==> src/rtl/rx_drain_ctrl.sv <==
// Drains completed UART RX frames to a valid/ready consumer. The first byte is valid 4 cycles after a poll expiry, then 1 byte/3 clk.
// While out_ready_i is low the byte and its flags are held and no FIFO read is issued. RX_DRAIN_UNDERRUN_CLR_EN also clears the FIFO on an underrun abort.
module rx_drain_ctrl #(
  parameter int unsigned POLL_DIV = 16
) (
  input  logic        clk,
  input  logic        rst,
  input  logic [7:0]  rx_data_i,
  input  logic        rx_empty_i,
  output logic        n_rx_rd_o,
  output logic        n_rx_clr_o,
  input  logic [27:0] frame_info_i,
  output logic        n_rd_frame_fifo_o,
  output logic [7:0]  out_data_o,
  output logic        out_valid_o,
  input  logic        out_ready_i,
  output logic        out_sof_o,
  output logic        out_eof_o,
  output logic [15:0] stamp_o,
  output logic        busy_o,
  output logic [7:0]  underrun_cnt_o
);

  typedef enum logic [2:0] {
    S_IDLE,
    S_POLL,
    S_HDR,
    S_RD,
    S_CAP,
    S_SEND,
    S_ABORT
  } state_t;

  typedef struct packed {
    logic [11:0] count;
    logic [11:0] ms;
    logic [3:0]  acq;
  } frame_info_t;

  localparam logic [15:0] POLL_LAST = 16'(POLL_DIV - 1);

  state_t      state, state_nxt;
  frame_info_t info;
  logic [15:0] poll_cnt;
  logic [11:0] remaining;
  logic        first;
  logic        poll_hit;
  logic        xfer;

  assign info     = frame_info_i;
  assign poll_hit = (poll_cnt == POLL_LAST);
  assign xfer     = out_valid_o & out_ready_i;
  assign busy_o   = (state != S_IDLE);

  // Strobes decode straight from the registered state, so only one can be low.
  assign n_rd_frame_fifo_o = (state != S_POLL);
  assign n_rx_rd_o         = !((state == S_RD) && !rx_empty_i);
`ifdef RX_DRAIN_UNDERRUN_CLR_EN
  assign n_rx_clr_o        = (state != S_ABORT);
`else
  assign n_rx_clr_o        = 1'b1;
`endif

  always_ff @(posedge clk) begin
    if (rst) begin
      state <= S_IDLE;
    end else begin
      state <= state_nxt;
    end
  end

  always_comb begin
    state_nxt = state;
    case (state)
      S_IDLE:  if (poll_hit && !rx_empty_i) state_nxt = S_POLL;
      S_POLL:  state_nxt = S_HDR;
      S_HDR:   state_nxt = (info.count == 12'd0) ? S_IDLE : S_RD;
      S_RD:    state_nxt = rx_empty_i ? S_ABORT : S_CAP;
      S_CAP:   state_nxt = S_SEND;
      S_SEND: begin
        if (xfer) state_nxt = (remaining == 12'd1) ? S_IDLE : S_RD;
      end
      S_ABORT: state_nxt = S_IDLE;
      default: state_nxt = S_IDLE;
    endcase
  end

  always_ff @(posedge clk) begin
    if (rst) begin
      poll_cnt       <= '0;
      remaining      <= '0;
      first          <= 1'b0;
      out_data_o     <= '0;
      out_valid_o    <= 1'b0;
      out_sof_o      <= 1'b0;
      out_eof_o      <= 1'b0;
      stamp_o        <= '0;
      underrun_cnt_o <= '0;
    end else begin
      // The poll interval always restarts from zero on re-entering IDLE.
      if (state == S_IDLE) begin
        poll_cnt <= poll_hit ? 16'd0 : poll_cnt + 16'd1;
      end else begin
        poll_cnt <= '0;
      end

      case (state)
        S_HDR: begin
          if (info.count != 12'd0) begin
            remaining <= info.count;
            stamp_o   <= {info.ms, info.acq};
            first     <= 1'b1;
          end
        end
        S_CAP: begin
          out_data_o  <= rx_data_i;
          out_sof_o   <= first;
          out_eof_o   <= (remaining == 12'd1);
          out_valid_o <= 1'b1;
        end
        S_SEND: begin
          if (xfer) begin
            out_valid_o <= 1'b0;
            out_sof_o   <= 1'b0;
            out_eof_o   <= 1'b0;
            first       <= 1'b0;
            remaining   <= remaining - 12'd1;
          end
        end
        S_ABORT: begin
          if (underrun_cnt_o != 8'hFF) underrun_cnt_o <= underrun_cnt_o + 8'd1;
        end
        default: ;
      endcase
    end
  end

endmodule

==> config.mk <==
export PLATFORM = sky130hd
export DESIGN_NAME = rx_drain_ctrl
export DESIGN_NICKNAME = d
export VERILOG_FILES = /design/src/rtl/rx_drain_ctrl.sv
export SDC_FILE = /design/constraint.sdc
export NUM_CORES = 1
export LEC_CHECK = 0
export ABC_AREA = 1
export CORE_MARGIN = 2
export CORE_UTILIZATION = 50
export DETAILED_ROUTE_END_ITERATION = 8
export PLACE_DENSITY = 0.8
export SYNTH_ARGS = -nofsm -noshare
export SYNTH_HDL_FRONTEND = slang
export SYNTH_SLANG_ARGS = --single-unit
==> constraint.sdc <==
create_clock -name clk -period 1.6 [get_ports clk]
set_input_delay 0.16 -clock clk [delete_from_list [all_inputs] [get_ports clk]]
set_output_delay 0.16 -clock clk [all_outputs]
set_load 0.01 [all_outputs]
# --- Word level (Yosys, flattened, before mapping) ---
# Cells that the tools add are included.
word_totals:
  ff_bits: 67
  in_bits: 40
  output_inout_bits: 39
  word_cells: 59
classes:
  add_sub_neg: 3
  eq_ne: 13
  n_mux: 15
  bitwise_logic: 2
  n_reduce_logical: 16
op_table:
  columns: ["operator", "count"]
  rows:
  - ["2-to-1 mux 12 bit", 2]
  - ["case mux 12 bit (2 select lines)", 1]
  - ["case mux 3 bit (6 select lines)", 1]
  - ["adder 16 x 1 -> 16 bit, second input constant", 1]
  - ["equality test 16 x 4 -> 1 bit, second input constant", 1]
  - ["equality test 12 x 1 -> 1 bit, second input constant", 1]
  - ["logical NOT 12 bit", 1]
  - ["nonzero test 12 bit", 1]
  - ["subtractor 12 x 1 -> 12 bit, second input constant", 1]
  - ["equality test 3 bit, second input constant", 3]
  - ["adder 8 x 1 -> 8 bit, second input constant", 1]
  - ["!= test 8 bit, second input constant", 1]
  - ["case mux 1 bit (2 select lines)", 4]
  - ["AND reduction 2 bit", 4]
  - ["equality test 3 x 2 -> 1 bit, second input constant", 2]
  - ["2-to-1 mux 2 bit", 3]
  - ["2-to-1 mux 3 bit", 2]
  - ["!= test 2 bit, second input constant", 3]
  - ["nonzero test 2 bit", 2]
  - ["equality test 3 x 1 -> 1 bit, second input constant", 1]
  - ["logical NOT 3 bit", 1]
  - ["!= test 3 x 1 -> 1 bit, second input constant", 1]
  - ["AND reduction 3 bit", 1]
  - ["nonzero test 3 bit", 1]
  - ["6 further kinds", 9]

# --- Depth between registers and ports, before layout ---
# Gate-level depths: netlist of the first run.
logic_depth:
  word_depth: 4
  mapped_depth: 10
  depth_no_buf: 10

# --- Least setup slack after synthesis of the first run ---
# Ideal clock, no wire load.
synth_path:
  kind: "reg2reg"
  start: "register underrun_cnt_o[0]"
  end: "register underrun_cnt_o[0]"
  setup_ps: 128
  arrival_time_ps: 1236
  required_ps: 1472
  path_slack_ps: 236
  stages_incl_launch_ff: 6
  n_path_buf: 0
  synth_period_minus_slack_ps: 1364
  path_cell_list: "dfxtp_1 ha_1 nand4_2 o21a_2 o21ai_0 a21oi_1"
synth_via:
  elab_chain_len: 2
  elab_cells_between_ends: 3
  cone_classes: "1 x add/sub; 1 x eq/ne; 1 x reduce/logical"
synth_lines:
  columns: ["item", "line_no", "source"]
  rows:
  - ["from (decl)", "21", "output logic [7:0] underrun_cnt_o"]
  - ["from (signal assigned)", "131", "if (underrun_cnt_o != 8'hFF) underrun_cnt_o <= underrun_cnt_o + 8'd1;"]
  - ["parallel branches: the longest is 2 deep, another holds adder 8 x 1 -> 8 bit", null, null]
# Several ways; the timed one is not identified.
# A chain may end at the register's enable or synchronous reset.

# --- Worst setup path after layout of the first run ---
layout_path:
  start: "register out_valid_o"
  end: "output out_valid_o"
layout_lines:
  columns: ["item", "line_no", "source"]
  rows:
  - ["from (decl)", "15", "output logic out_valid_o,"]
  - ["from (signal assigned)", "94", "out_valid_o <= 1'b0;"]
  - ["from (signal assigned)", "119", "out_valid_o <= 1'b1;"]
  - ["from (signal assigned)", "123", "out_valid_o <= 1'b0;"]
# No word-level cell between the ends.

==> reports/qor.yml, run 1 <==
grt_max_degree: 17
n_antenna_cell: 0
grt_pass1_wl_mm: 13.6
drc_errors: 0
worstPathMaxFanout: 4
synth_area_um2: 3280
hold_path.class: "in -> reg"
numCtsBuffers: 9
seq_area_frac_synth: 0.409
maxCapViolCount: 0
synth_cells: 469
crit_chain: "clkdlybuf4s50_1"
synth_edf_count: 0
drtAntennaViolNets: 0
start_util: 0.517
yosys_register_bits: 67
wirelength_mm: 8.09
rows: 29
critPathTopFamily: "buffers and inverters"
cp_slowest_stage_delay_ns: 0.60
die_y_um: 85
grt_antenna_before_repair: 0
avgSynthCellArea_um2: 6.99
cp-start-kind: "register"
hold_violations: 0
power_density_nw_per_um2: 754
synth_top_area_share: 0.409
period_share: 0.971
ioPinCount: 79
cts_tree: "done"
grt_pass1_vias: 3065
synth_warnings: 0
grt.overflow.total: 0
cp-end-kind: "primary output"
avgRoutedWirePerCell_um: 12.6
async_reset_ff_frac: 0
clockBufferDepth: 2
crit_type: "reg -> out"
critPathBufInv: 1
place.port_buffers: 77
finalSetupViolCount: 0
first_iter_violations: 246
post-place-ws_ns: -0.131
fin_ws_ns: 0.0459
timing.fmax_mhz: 643
hold_slack_ns: 0.411
maxSlewViolCount: 0
root_buffer: "clkbuf_8"
total_leakage_power_nw: 1.78
skew_ns: 0.00400
synth_area_leaders: "dfxtp_1 41%, nor2_1 11%, nand2_1 9.4%"
synthFlopType: "dfxtp_1"
synth_nets: 513
fillers: 526
critPathArrivalTime_ns: 1.39
run_status: "complete, no violations"
fin_area_um2: 4420
ys_types: 39
tns_ns: 0
rsz0062_at_grt: "true"
finalPower_w: 0.00333
worstPathRequired_ns: 1.44
min_period_ns: 1.55
die_area_um2: 7230
die_w_um: 85
routed_via_density: 5.23
clock_latency_ns: 0.34
final_common_cell: "nor2_1"
drt_first_pass_iters: 5
fin_nets: 602
syn_to_final_growth_pct: 34.7
drive_gt1_frac: 0.131
design.core.area_um2: 6350
h-tree-depth: 3
yosysTopAreaCell: "dfxtp_1"
num_vias: 3350
gp_congestion: 0.894
dpl.hpwl_mm: 6.09
grtUsageTotal: 0.229
clk_pin_slew_ns: 0.07
clock-sinks: 67
cpMaxStageDelayCell: "clkdlybuf4s50_1"
post_dp_cell_area_um2: 4180
final_cell_mix: "96 x nor2_1, 82 x nand2_1, 74 x clkdlybuf4s50_1"
peakVddDrop_mv: 0.911
==> final cells by class <==
cell class	instances	area, µm²	share of cell area
well taps	77	96.3	0.0218
clock buffers	12	165	0.0374
flip-flops and latches	67	1340	0.304
clock inverters	4	47.5	0.0108
repair buffers	92	892	0.202
inverters	48	186	0.0422
multi-input cells	340	1690	0.382
==> synthesized netlist by cell type (2+ instances only) <==
cell / count
a21oi_1: 24
ha_1: 4
nor3_2: 2
xnor2_1: 6
clkbuf_1: 5
nand3_2: 4
a21oi_2: 4
buf_4: 2
inv_2: 5
nand3_1: 21
nand2_1: 82
nor3_1: 8
nor2_2: 12
buf_8: 2
clkinv_1: 3
buf_2: 3
nand4_1: 7
inv_1: 38
o31ai_1: 2
o21ai_1: 9
nor2_1: 97
xor2_1: 3
o21ai_0: 44
dfxtp_1: 67
==> final timing paths <==
path	start	to	slack, ns	cells after the start
setup / recovery	out_valid_o$_SDFFE_PP0P_	out_valid_o	0.05	1
hold / removal	rx_data_i[1]	out_data_o[1]$_SDFFE_PP0P_	0.41	3
setup reg to reg	poll_cnt[0]$_SDFF_PP0_	poll_cnt[3]$_SDFF_PP0_	0.06	8
hold reg to reg	poll_cnt[0]$_SDFF_PP0_	poll_cnt[0]$_SDFF_PP0_	0.45	1
==> flip-flops by register name, indices dropped and copies added, names as in the netlist <==
| register | flops |
|---|---|
| out_data_o | 8 |
| poll_cnt | 16 |
| out_eof_o | 1 |
| state | 3 |
| out_valid_o | 1 |
| remaining | 12 |
| underrun_cnt_o | 8 |
| first | 1 |
| out_sof_o | 1 |
| stamp_o | 16 |
==> stage by stage <==
step                utilization  cells
global placement          0.658    624
finish                    0.696    640
detailed placement        0.658    624
floorplan                     -    469
global route              0.696    640
CTS                       0.692    640
==> routing by layer <==
metal / part of all wire / vias to the layer above / track usage
li1: - / 1682 / -
met1: 0.43 / 1538 / 0.289
met2: 0.49 / 118 / 0.390
met3: 0.063 / 12 / 0.0574
met4: 0.012 / 0 / 0.0606
met5: 0 / - / 0
==> cell families (layout without fill, tap and decap cells) <==
family | count (synthesis) | in the layout | share of synthesized area
compound gates | 86 | 86 | 0.140
xor+xnor | 9 | 9 | 0.0240
fa+ha+maj | 4 | 4 | 0.0153
buf+inv | 62 | 156 | 0.0854
flops | 67 | 67 | 0.409
mux | 1 | 1 | 0.00305
other cells | 1 | 1 | 0.00114
simple gates | 239 | 239 | 0.322
==> power by group <==
part	leakage, nW	switching, W	total, W	internal [W]
Clock	0.108	0.000617	0.00146	0.000842
Sequential	0.541	0.00000518	0.00168	0.00167
Combinational	1.13	0.0000735	0.000195	0.000121
Total	1.78	0.000696	0.00333	0.00264
==> repair_timing <==
| item | in CTS | in global routing |
|---|---|---|
| endpoints found under the setup margin | 3 | 19 |
| hold buffers | 0 | 0 |
| setup buffers | 0 | 0 |
| gates resized for setup | 6 | 5 |
| pin swaps | 0 | 2 |
Note: power is estimated with default switching activity, not from simulation.
==> run 2: changes to the inputs <==
Settings changed: HOLD_SLACK_MARGIN set to 0.03.
==> results of run 2 <==
No change in the layout: final DEF, timing and power equal those of run 1.
==> edit: new RTL, flow settings as in run 2 <==
The 7 states of `state_t` get a Gray code encoding in 3 bits.
--- a/src/rtl/rx_drain_ctrl.sv
+++ b/src/rtl/rx_drain_ctrl.sv
@@ -23,11 +23,11 @@
 
   typedef enum logic [2:0] {
-    S_IDLE,
-    S_POLL,
-    S_HDR,
-    S_RD,
-    S_CAP,
-    S_SEND,
-    S_ABORT
+    S_IDLE  = 3'b000,
+    S_POLL  = 3'b001,
+    S_HDR   = 3'b011,
+    S_RD    = 3'b010,
+    S_CAP   = 3'b110,
+    S_SEND  = 3'b111,
+    S_ABORT = 3'b101
   } state_t;
 
Function: same outputs for any inputs over 10 cycles, from zero or initial values and one cycle with rst high; not proved beyond that.
==> edit against run 2 <==
Non-clock buffer count is 2 lower; synthesized area is 2.2% lower; synthesized cell count rose by 0.43%; power shrank 1.3%; sequential cell count stayed put; setup slack improved by 0.028 ns; final area down 1.2%; maximum frequency rose by 1.8%; wire length down 7.9%; cell count unchanged; critical path type unchanged; critical endpoint is now underrun_cnt_o[0]; largest cell class unchanged; highest routed layer unchanged.
==> edit: results (changes against run 2) <==
[logic_synthesis]
synth_fa_ha_area_share_pct = 1.56  ; +0.034 points
synth_compound_area_share_pct = 12.6  ; -1.5 points
synth_common_cells = 105 x nand2_1, 93 x nor2_1, 67 x dfxtp_1
ys_warn_count = 0  ; unchanged
synthXorXnorAreaFrac_pct = 1.91  ; -0.49 points
synth.top_cells.by_area = dfxtp_1 42%, nand2_1 12%, nor2_1 11%, o21ai_0 6.5%, a21oi_1 5.5%
ys_types = 32  ; -18%
seq_area_frac_synth_pct = 41.8  ; +0.91 points

[global_route]
grt_max_degree = 23  ; +6
met2_usage_pct = 36.4  ; -2.6 points
grt_util_met1_pct = 25.3  ; -3.7 points
grt_pass1_vias = 2952  ; -3.7%
groute.layer.met3.usage_pct = 7.81  ; +2.1 points
grt_pass1_wl_mm = 12.4  ; -8.5%
grt_usage_pct = 21.6  ; -1.3 points

[power_and_ir_drop]
power.internal_mw = 2.52  ; -4.6%
p_per_area_mw_per_mm2 = 754  ; about the same
p_leak_nw = 1.72  ; -3.2%
worst_ir_drop_vdd_mv = 0.562  ; -38%

[run_status]
status = completed

[timing]
hold_ws_ns = 0.359  ; -0.0523 ns
fin_skew_ns = 0.00946  ; +0.00546 ns
clock.fmax_mhz = 655  ; +1.8%

[cts]
cts_root_buf = clkbuf_8
cts.clk_slew.worst_paths_ns = 0.08
cts_resized = 5  ; -1
clock_path_buffers = 2  ; unchanged
clock_latency_ns = 0.36  ; +0.02 ns

[routing]
wl_met1_mm = 3.30  ; -5.8%
wirelength_mm = 7.45  ; -7.9%
drt_iter0_drc = 139  ; -43%
dr_wl_met3_um = 470  ; -8.2%
dr_wl_met2_mm = 3.57  ; -10%
vias_per_cell = 5.03  ; -3.9%

[critical_path]
critPathCapture = underrun_cnt_o[0]
rr_endpoint = poll_cnt[12]$_SDFF_PP0_
r2r_start = poll_cnt[1]$_SDFF_PP0_
crit_start = underrun_cnt_o[0]$_SDFFE_PP0P_
crit_arrival_ns = 1.37  ; -0.02 ns
crit_fanout = 5  ; +1
r2r_slack_ns = 0.13  ; +0.07 ns
ff2ff_path_depth = 6  ; -2

[placement]
place_ws_ns = -0.102  ; +0.0288 ns
dpl.hpwl_mm = 5.35  ; -12%
gp_congestion = 0.868  ; -2.9%

[worst_hold_path]
worstHoldEndpoint = out_data_o[7]$_SDFFE_PP0P_
min-delay-start = rx_data_i[7]

[finish]
drive_gt1_share_pct = 11.5  ; -1.6 points

[edit: cell count changes after synthesis, sizes merged, moves of 2 or more]
cell,run 2,this run
a21oi,28,36
clkinv,5,1
nand2,84,106
nand4,8,5
nor2,109,97
nor3,10,7
nor3b,0,3
o21ai,54,43
o31ai,2,0
or2,2,8
xnor2,6,3
[edit: stage by stage]
stage / cells / instance area, um^2 / utilization [%]
after floorplan: 471 / 3210 / -
after global placement: 624 / 4100 / 65.4
after detailed placement: 624 / 4100 / 65.4
after CTS: 640 / 4300 / 68.6
after global routing: 640 / 4360 / 69.5
final: 640 / 4360 / 69.5
[edit: cell type report]
type | count | area, um^2
Multi-Input combinational cell | 346 | 1680
Timing Repair Buffer | 90 | 881
Clock inverter | 7 | 75.1
Clock buffer | 9 | 124
Inverter | 44 | 165
Sequential cell | 67 | 1350
Tap cell | 77 | 96.3
Fill cell | 537 | 1910
[edit: critical path, cell delays in order, from the launching register on]
cell             delay [ns]
dfxtp_1                0.34
buf_4                  0.13
clkdlybuf4s50_1        0.54
